**config.mk**
```make
export PLATFORM = sky130hd
export DESIGN_NAME = nonce_sweep_ctrl_flat
export DESIGN_NICKNAME = d
export VERILOG_FILES = /design/src/rtl/nonce_sweep_ctrl_if.sv /design/src/rtl/nonce_sweep_ctrl.sv /design/src/flat_wrapper.sv
export SDC_FILE = /design/constraint.sdc
export NUM_CORES = 2
export LEC_CHECK = 0
export CORE_AREA = 2 2 736 738
export CTS_BUF_LIST = sky130_fd_sc_hd__clkbuf_2
export CTS_CLUSTER_SIZE = 14
export DETAILED_ROUTE_END_ITERATION = 12
export DIE_AREA = 0 0 738 740
export GPL_TIMING_DRIVEN = 0
export HOLD_SLACK_MARGIN = 0.02
export SLEW_MARGIN = 10
export SYNTH_ARGS = -nofsm -noshare
export SYNTH_HDL_FRONTEND = slang
export SYNTH_SLANG_ARGS = --single-unit
```
**constraint.sdc**
```tcl
create_clock -name clk -period 38.6 [get_ports clk]
set_input_delay 5.79 -clock clk [delete_from_list [all_inputs] [get_ports clk]]
set_output_delay 5.79 -clock clk [all_outputs]
set_load 0.1 [all_outputs]
```
**src/rtl/nonce_sweep_ctrl_if.sv**
```systemverilog
// Hash-core request/response bus between the nonce sweep sequencer and the
// double-SHA-256 header hashing core.
//   core_start  : one-cycle request, sequencer -> core
//   core_header : 640-bit block header, sequencer -> core
//   core_done   : result-valid pulse, core -> sequencer
//   core_hash   : 256-bit digest (numeric big-endian), valid with core_done
interface nonce_sweep_ctrl_if;
   logic         core_start;
   logic [639:0] core_header;
   logic         core_done;
   logic [255:0] core_hash;

   modport master (
      output core_start,
      output core_header,
      input  core_done,
      input  core_hash
   );

   modport slave (
      input  core_start,
      input  core_header,
      output core_done,
      output core_hash
   );
endinterface

```
**src/rtl/nonce_sweep_ctrl.sv**
```systemverilog
// Nonce sweep sequencer for the double-SHA-256 header hashing core.
// Builds each header from a latched 608-bit prefix and the current nonce,
// issues it to the core, compares the returned digest against the target and
// stops on the first hit, range exhaustion, abort or core timeout.
//   clk, rst              : clock, asynchronous active-high reset
//   start, abort          : sweep control (start accepted only when idle)
//   header_prefix         : header bytes 0..75, latched on accepted start
//   nonce_first/last      : inclusive sweep range, latched on accepted start
//   target                : hit threshold (hash <= target), latched on start
//   core                  : request/response bus to the hashing core
//   busy, done            : activity level and one-cycle completion pulse
//   found, exhausted,
//   aborted, timed_out    : outcome flags of the last sweep
//   found_nonce, attempts : hit nonce and number of digests checked
module nonce_sweep_ctrl #(
   parameter int unsigned TIMEOUT = 1024
) (
   input  logic                clk,
   input  logic                rst,
   input  logic                start,
   input  logic                abort,
   input  logic [607:0]        header_prefix,
   input  logic [31:0]         nonce_first,
   input  logic [31:0]         nonce_last,
   input  logic [255:0]        target,
   nonce_sweep_ctrl_if.master  core,
   output logic                busy,
   output logic                done,
   output logic                found,
   output logic                exhausted,
   output logic                aborted,
   output logic                timed_out,
   output logic [31:0]         found_nonce,
   output logic [32:0]         attempts
);

   // Counter only has to hold 0..TIMEOUT-1 (TIMEOUT is expected to be >= 2).
   localparam int unsigned CntW = (TIMEOUT > 2) ? $clog2(TIMEOUT) : 1;

   typedef enum logic [1:0] {StIdle, StIssue, StWait, StCheck} state_e;

   state_e          state_q;
   logic [607:0]    prefix_q;
   logic [31:0]     nonce_q;
   logic [31:0]     last_q;
   logic [255:0]    target_q;
   logic [255:0]    hash_q;
   logic [CntW-1:0] cnt_q;
   logic            core_start_q;
   logic            busy_q;
   logic            done_q;
   logic            found_q;
   logic            exhausted_q;
   logic            aborted_q;
   logic            timed_out_q;
   logic [31:0]     found_nonce_q;
   logic [32:0]     attempts_q;

   always_ff @(posedge clk or posedge rst) begin
      if (rst) begin
         state_q       <= StIdle;
         prefix_q      <= '0;
         nonce_q       <= '0;
         last_q        <= '0;
         target_q      <= '0;
         hash_q        <= '0;
         cnt_q         <= '0;
         core_start_q  <= 1'b0;
         busy_q        <= 1'b0;
         done_q        <= 1'b0;
         found_q       <= 1'b0;
         exhausted_q   <= 1'b0;
         aborted_q     <= 1'b0;
         timed_out_q   <= 1'b0;
         found_nonce_q <= '0;
         attempts_q    <= '0;
      end else begin
         core_start_q <= 1'b0;
         done_q       <= 1'b0;
         unique case (state_q)
            StIdle: begin
               // abort is meaningless here and is ignored
               if (start) begin
                  prefix_q      <= header_prefix;
                  last_q        <= nonce_last;
                  target_q      <= target;
                  nonce_q       <= nonce_first;
                  attempts_q    <= '0;
                  found_q       <= 1'b0;
                  exhausted_q   <= 1'b0;
                  aborted_q     <= 1'b0;
                  timed_out_q   <= 1'b0;
                  found_nonce_q <= '0;
                  cnt_q         <= '0;
                  core_start_q  <= 1'b1;
                  busy_q        <= 1'b1;
                  state_q       <= StIssue;
               end
            end
            StIssue: begin
               if (abort) begin
                  aborted_q <= 1'b1;
                  busy_q    <= 1'b0;
                  done_q    <= 1'b1;
                  state_q   <= StIdle;
               end else begin
                  // counter tracks cycles since core_start, ISSUE being cycle 0
                  cnt_q   <= cnt_q + CntW'(1);
                  state_q <= StWait;
               end
            end
            StWait: begin
               if (abort) begin
                  aborted_q <= 1'b1;
                  busy_q    <= 1'b0;
                  done_q    <= 1'b1;
                  state_q   <= StIdle;
               end else if (core.core_done) begin
                  // a response on the last allowed cycle still counts
                  hash_q  <= core.core_hash;
                  state_q <= StCheck;
               end else if (cnt_q == CntW'(TIMEOUT - 1)) begin
                  timed_out_q <= 1'b1;
                  busy_q      <= 1'b0;
                  done_q      <= 1'b1;
                  state_q     <= StIdle;
               end else begin
                  cnt_q <= cnt_q + CntW'(1);
               end
            end
            StCheck: begin
               if (abort) begin
                  aborted_q <= 1'b1;
                  busy_q    <= 1'b0;
                  done_q    <= 1'b1;
                  state_q   <= StIdle;
               end else begin
                  attempts_q <= attempts_q + 33'd1;
                  // hit is checked first so the last nonce can still be a hit
                  if (hash_q <= target_q) begin
                     found_q       <= 1'b1;
                     found_nonce_q <= nonce_q;
                     busy_q        <= 1'b0;
                     done_q        <= 1'b1;
                     state_q       <= StIdle;
                  end else if (nonce_q == last_q) begin
                     exhausted_q <= 1'b1;
                     busy_q      <= 1'b0;
                     done_q      <= 1'b1;
                     state_q     <= StIdle;
                  end else begin
                     // wraps 0xFFFFFFFF -> 0 for ranges with last < first
                     nonce_q      <= nonce_q + 32'd1;
                     cnt_q        <= '0;
                     core_start_q <= 1'b1;
                     state_q      <= StIssue;
                  end
               end
            end
            default: state_q <= StIdle;
         endcase
      end
   end

   // Nonce goes out little-endian in the last four header bytes.
   assign core.core_header = {prefix_q, nonce_q[7:0], nonce_q[15:8],
                              nonce_q[23:16], nonce_q[31:24]};
   assign core.core_start  = core_start_q;

   assign busy        = busy_q;
   assign done        = done_q;
   assign found       = found_q;
   assign exhausted   = exhausted_q;
   assign aborted     = aborted_q;
   assign timed_out   = timed_out_q;
   assign found_nonce = found_nonce_q;
   assign attempts    = attempts_q;

endmodule

```
**src/flat_wrapper.sv**
```systemverilog
// flat-port wrapper written by rule: the top's interface ports become plain ports
module nonce_sweep_ctrl_flat 
#(
   parameter int unsigned TIMEOUT = 1024
)
  (clk, rst, start, abort, header_prefix, nonce_first, nonce_last, target, busy, done, found, exhausted, aborted, timed_out, found_nonce, attempts, core_core_start, core_core_header, core_core_done, core_core_hash);
  nonce_sweep_ctrl_if core_i ();
  input  logic clk;
  input  logic rst;
  input  logic start;
  input  logic abort;
  input  logic [607:0] header_prefix;
  input  logic [31:0] nonce_first;
  input  logic [31:0] nonce_last;
  input  logic [255:0] target;
  output logic busy;
  output logic done;
  output logic found;
  output logic exhausted;
  output logic aborted;
  output logic timed_out;
  output logic [31:0] found_nonce;
  output logic [32:0] attempts;
  output wire logic [$bits(core_i.core_start)-1:0] core_core_start;
  output wire logic [$bits(core_i.core_header)-1:0] core_core_header;
  input wire logic [$bits(core_i.core_done)-1:0] core_core_done;
  input wire logic [$bits(core_i.core_hash)-1:0] core_core_hash;
  assign core_core_start = core_i.core_start;
  assign core_core_header = core_i.core_header;
  assign core_i.core_done = core_core_done;
  assign core_i.core_hash = core_core_hash;
  nonce_sweep_ctrl #(.TIMEOUT(TIMEOUT)) u_core (.clk(clk), .rst(rst), .start(start), .abort(abort), .header_prefix(header_prefix), .nonce_first(nonce_first), .nonce_last(nonce_last), .target(target), .core(core_i), .busy(busy), .done(done), .found(found), .exhausted(exhausted), .aborted(aborted), .timed_out(timed_out), .found_nonce(found_nonce), .attempts(attempts));
endmodule
```
Yosys cells after proc, flatten, opt, wreduce, memory -nomap -nowiden
Cells that the tools add are included.

storage, ports and cells
  flip-flop bits (word level) = 1,268
  latch bits = 0
  RAM bits = 0
  memory bits (read-only) = 0
  input port bits = 1,189
  word-level logic and storage cells = 124
  memories kept = 0

cells by class
  add/subtract/negate cells = 3
  multiply operators = 0
  divide/modulo/power cells = 0
  $lt $le $gt $ge = 1
  equality and inequality tests = 22
  shift operators = 0
  multiplexer cells = 66
  bitwise operators = 1
  reduce and logical (&&, ||, !) cells = 15

operators with widths
  operator                                        number
  <= comparator 256 bit                           1
  2-to-1 mux 32 bit                               7
  one-hot mux 32 bit (2 select lines)             2
  2-to-1 mux 10 bit                               8
  2-to-1 mux 33 bit                               2
  one-hot mux 33 bit (2 select lines)             1
  one-hot mux 10 bit (4 select lines)             1
  adder 33 x 1 -> 33 bit (second input constant)  1
  adder 32 x 1 -> 32 bit (second input constant)  1
  == test 32 bit                                  1
  2-to-1 mux 1 bit                                30
  AND reduction 5 bit                             4
  != test 2 bit (second input constant)           9
  2-to-1 mux 2 bit                                7
  adder 10 x 1 -> 10 bit (second input constant)  1
  == test 10 bit (second input constant)          1
  one-hot mux 1 bit (2 select lines)              5
  != test 2 x 1 -> 1 bit (second input constant)  4
  one-hot mux 2 bit (4 select lines)              1
  AND reduction 8 bit                             1
  AND reduction 2 bit                             3
  AND reduction 3 bit                             2
  == test 2 bit (second input constant)           2
  != test 4 x 2 -> 1 bit (second input constant)  1
  other kinds (11)                                12

Logic depth before layout (Yosys ltp)
  word-level depth = 5
  mapped depth = 14

Worst setup path after synthesis
OpenSTA, ideal clock, no wires.

  path kind = input-to-reg
  from = input port abort
  to = register u_core.attempts_q[31] (netlist: u_core.attempts[31])
  setup time = 78 ps
  arrival = 7,888 ps
  required time = 38,522 ps
  path slack = 30,634 ps
  stages on the path = 9
  path buffers = 1
  cell sequence = clkbuf_1 > nor2b_1 > o21ai_1 > nor4_1 > and4_1 > nor2b_1 > nand3_1 > or3_1 > a21oi_1

between the ends
  longest elaborated chain between the ends = 2

ends and longest elaborated chain
  element                        RTL line                 text
  start: declaration             flat_wrapper.sv:11       input logic abort;
  != test 2 bit (no line)        -
  AND reduction 3 bit (no line)  -
  end signal: assignment         nonce_sweep_ctrl.sv:138  attempts_q <= attempts_q + 33'd1;
  end: declaration               nonce_sweep_ctrl.sv:57   logic [32:0] attempts_q;

No other way between the ends.
A chain may end at the register's enable or synchronous reset.

Worst setup path after layout
  from = register u_core.nonce_q[8]
  to = output port core_core_header[16]

RTL lines
  element                   RTL line                 text
  start: declaration        nonce_sweep_ctrl.sv:44   logic [31:0] nonce_q;
  start signal: assignment  nonce_sweep_ctrl.sv:87   nonce_q <= nonce_first;
  start signal: assignment  nonce_sweep_ctrl.sv:153  nonce_q <= nonce_q + 32'd1;
  end: declaration          flat_wrapper.sv:25       output wire logic [$bits(core_i.core_header)-1:0] core_core_header;

No word-level cell between the ends.

==> flow_summary_export.csv <==
group,metric,value,unit
synth,yosys-mux-area-fraction,18.2,%
hold_path,hp-start,"u_core.hash_q[128]$_DFFE_PP0P_",
floorplan,die_y,740,µm
global_route,track_usage,18.3,%
timing,skew,0.401,ns
timing,fin_crit,10.02,ns
setup_path,path_class,"flip-flop to output port",
power,total_power,9.58,mW
synth,async_flop_share,100,%
clock_network,post_cts_resized,0,
timing,rsz0062_at_grt,"no",
placed_design,gp_congestion,0.984,
timing,max-slew-margin-rel,7.50,%
synth,syn-cell-area,55600,µm²
floorplan,io_pins,1901,
setup_path,crit_slowest_cell,"clkdlybuf4s50_1",
clock_network,numCtsBuffers,388,
clock_network,clkSlewWorstSetupHoldPaths,0.09,ns
clock_network,clockRootBuffer,"clkbuf_2",
routing,routed_wl,518000,µm
clock_network,worstSkewPairLatency,2.18,ns
layout,fin_area,88100,µm²
clock_network,clock_path_buffers,4,
global_route,grt_pass1_wl,621000,µm
setup_path,cp_num_buf_inv,1,
routing,avgViaCountPerCell,3.41,
synth,ys_types,70,
layout,num-fill-cells,60300,
setup_path,reg2regPathDepth,14,
setup_path,crit_family,"buffers and inverters",
global_route,antenna_found_initial,665,
layout,finalNetCount,8466,
routing,num_vias,50200,
synth,yosys.area_share.adder,5.94,%
timing,max_slew.worst_pin.slew,1.38,ns
global_route,grt_max_degree,38,
synth,synth_seq_cells,1268,
synth,synth-simple-area-share,10.1,%
global_route,grt_pass1_vias,49100,
setup_path,crit_chain,"clkdlybuf4s50_1",
setup_path,start_kind,"flip-flop",
setup_path,endpoint_kind,"output port",
synth,synth_warnings,0,
global_route,grt-ovfl-total,0,
status,run_status,"complete, no violations",
placed_design,dp_hpwl,464000,µm
setup_path,crit_path_max_fanout,8,
routing,drt_iter0_markers,3543,
floorplan,num_rows,270,
clock_network,htreeDepth,5,
floorplan,start_util,10.3,%
power,powerDensity,109,nW/µm²
synth,synth_nets,6121,
placed_design,io_buffers,1899,
setup_path,r2r_start,"u_core.target_q[199]$_DFFE_PP0P_",
synth,synth_top_family_by_area,"multiplexers",
placed_design,place_area,84200,µm²
synth,avgSynthCellArea,11.9,µm²
timing,setup_violations,0,
routing,wire_per_inst,35.2,µm
clock_network,cts_tree,"yes",
setup_path,timing.rr.end,"u_core.cnt_q[8]$_DFFE_PP0P_",
synth,synth_compound_area_share,4.36,%
synth,ys_dominant_reg_cell,"dfrtp_1",
clock_network,cts_setup_buffers,0,
hold_path,whs_endpoint,"u_core.hash_q[128]$_DFFE_PP0P_",
routing,drc,0,
timing,fmaxAchievable,99.8,MHz
timing,fin_setup_tns,0,ns
clock_network,ctsHoldBuffers,0,
setup_path,crit_arrival,4.23,ns
setup_path,slowest_delay,1.28,ns
synth,yosysSeqAreaShare,57.1,%
floorplan,core,539000,µm²
timing,final_hold_viol_count,0,
synth,synth-xor-area-share,0.930,%
timing,final_max_slew_viol_count,0,
floorplan,die_width,738,µm
timing,finalCritPeriodShare,26.0,%
setup_path,r2r_setup_slack,31.51,ns
power,ir_drop,86.4,µV
synth,synth_edf_count,0,
routing,drt-pass1-iter-count,5,
clock_network,clkSinkCount,1268,
floorplan,dieArea,546000,µm²
layout,drive_above_1_share,24.1,%
hold_path,hold_class,"flip-flop to flip-flop",
synth,syn_inst,4668,
setup_path,cp.required,32.81,ns
layout,areaGrowthSynthToFinish,58.5,%
flow_run,maxCapViolations,0,
power,leakagePower,37.8,nW
routing,ant_nets,0,
hold_path,holdPathStages,2,
==> flip-flops by register name, indices dropped and copies added, names as in the netlist <==
register,flops
u_core.aborted,1
u_core.attempts,33
u_core.busy,1
u_core.cnt_q,10
u_core.core.core_start,1
u_core.done,1
u_core.exhausted,1
u_core.found,1
u_core.found_nonce,32
u_core.hash_q,256
u_core.last_q,32
u_core.nonce_q,32
u_core.prefix_q,608
u_core.state_q,2
u_core.target_q,256
u_core.timed_out,1
==> cells by family (layout without fill, tap and decap cells) <==
family                     count (synthesis)  in the layout
AOI/OAI and AO/OA                        369            369
xor gates and xnor gates                  59             59
adders and majority gates                264            264
buffers and inverters                    490           3130
DFF                                     1268           1268
muxes                                    898            898
other                                      0            206
and+or+nand+nor                         1320           1320
==> power by group <==
part	leakage, nW	internal [mW]	switching, mW
sequential	15.4	1.96	0.521
combinational	19.7	1.50	4.44
clock	2.67	0.419	0.733
==> worst max path at each step <==
stage                                startpoint                          endpoint  slack (ns)  cells past startpoint
2_1_floorplan                               rst        u_core.aborted$_DFFE_PP0P_       15.28                      1
3_3_place_gp                                rst  u_core.prefix_q[510]$_DFFE_PP0P_        4.05                      2
3_5_place_dp                                rst  u_core.prefix_q[510]$_DFFE_PP0P_       29.14                     12
4_1_cts           u_core.nonce_q[2]$_DFFE_PP0P_              core_core_header[26]       27.82                      1
5_1_grt        u_core.prefix_q[572]$_DFFE_PP0P_             core_core_header[604]       28.38                      1
6_report          u_core.nonce_q[8]$_DFFE_PP0P_              core_core_header[16]       28.58                      1
==> area by class of cell <==
class	instances	area [µm²]	area share (%)
timing repair buffer	1955	19400	22.0
tap	7208	9020	10.2
sequential	1268	31700	36.0
multi-input combinational	2910	22000	25.0
antenna	206	515	0.585
buffer	206	823	0.934
inverter	284	1070	1.21
clock inverter	135	777	0.882
clock buffer	550	2750	3.12
==> stage by stage <==
step / worst slack [ns] / hold slack [ns] / instances / utilization [%]
6_report: 28.58 / 0.492 / 14700 / 16.4
5_1_grt: 28.38 / 0.518 / 14600 / 16.3
4_1_cts: 27.82 / 0.494 / 14500 / 16.3
3_5_place_dp: 29.14 / 0.473 / 13800 / 15.6
3_3_place_gp: 4.05 / 0.464 / 13800 / 15.5
2_1_floorplan: 15.28 / 0.452 / 4668 / -
==> placed cells by master (no fill, tap or decap), drive strengths merged, types with 6 or more instances in the layout <==
cell and count:
nand4 72, a21oi 126, clkinv 115, o21ai 61, xor2 52, or3 16, nor4 20, a21o 24
a221oi 11, nand3 96, nor2b 9, o211ai 41, inv 296, clkbuf 729, diode 206, nand2 916
dfrtp 1268, clkdlybuf4s50 1747, mux2 896, a41o 6, a211oi 14, and3 32, nor3 23, a32o 6
o31ai 9, buf 235, xnor2 7, ha 264, nor2 98, a311oi 28, and2 14, and4 9
==> Yosys cell counts (all sizes together) (3+ instances only) <==
library cell | count | area, µm²
nor2b | 9 | 56.3
xor2 | 52 | 455
a31o | 3 | 26.3
buf | 28 | 136
a22oi | 3 | 22.5
ha | 264 | 3300
o21ai | 61 | 309
and3 | 32 | 200
and4 | 9 | 78.8
nor2 | 98 | 370
dfrtp | 1268 | 31700
a221oi | 11 | 103
clkbuf | 178 | 668
o31ai | 9 | 67.6
nor3 | 23 | 125
a211o | 3 | 26.3
mux2 | 896 | 10100
a41o | 6 | 60.1
nor4 | 20 | 138
o22ai | 4 | 25.0
xnor2 | 7 | 61.3
or3 | 16 | 100
a21o | 24 | 180
a311oi | 28 | 245
a21boi | 3 | 22.5
a221o | 3 | 30.0
a31oi | 4 | 25.0
nand2b | 4 | 25.0
or2 | 4 | 25.0
nand3 | 96 | 480
a21oi | 126 | 631
nand2 | 916 | 3440
nand4 | 72 | 450
o311ai | 3 | 26.3
inv | 284 | 1070
a32o | 6 | 60.1
and2 | 14 | 87.6
a211oi | 14 | 105
o211ai | 41 | 308
==> metal layers <==
layer / share of wire (%) / track usage (%) / vias to the layer above
li1: - / - / 21200
met1: 36 / 19.6 / 24300
met2: 42 / 27.4 / 3132
met3: 17 / 14.0 / 1275
met4: 4.0 / 6.28 / 332
met5: 0.43 / 0 / -
Power figures use the tool's default switching activity.
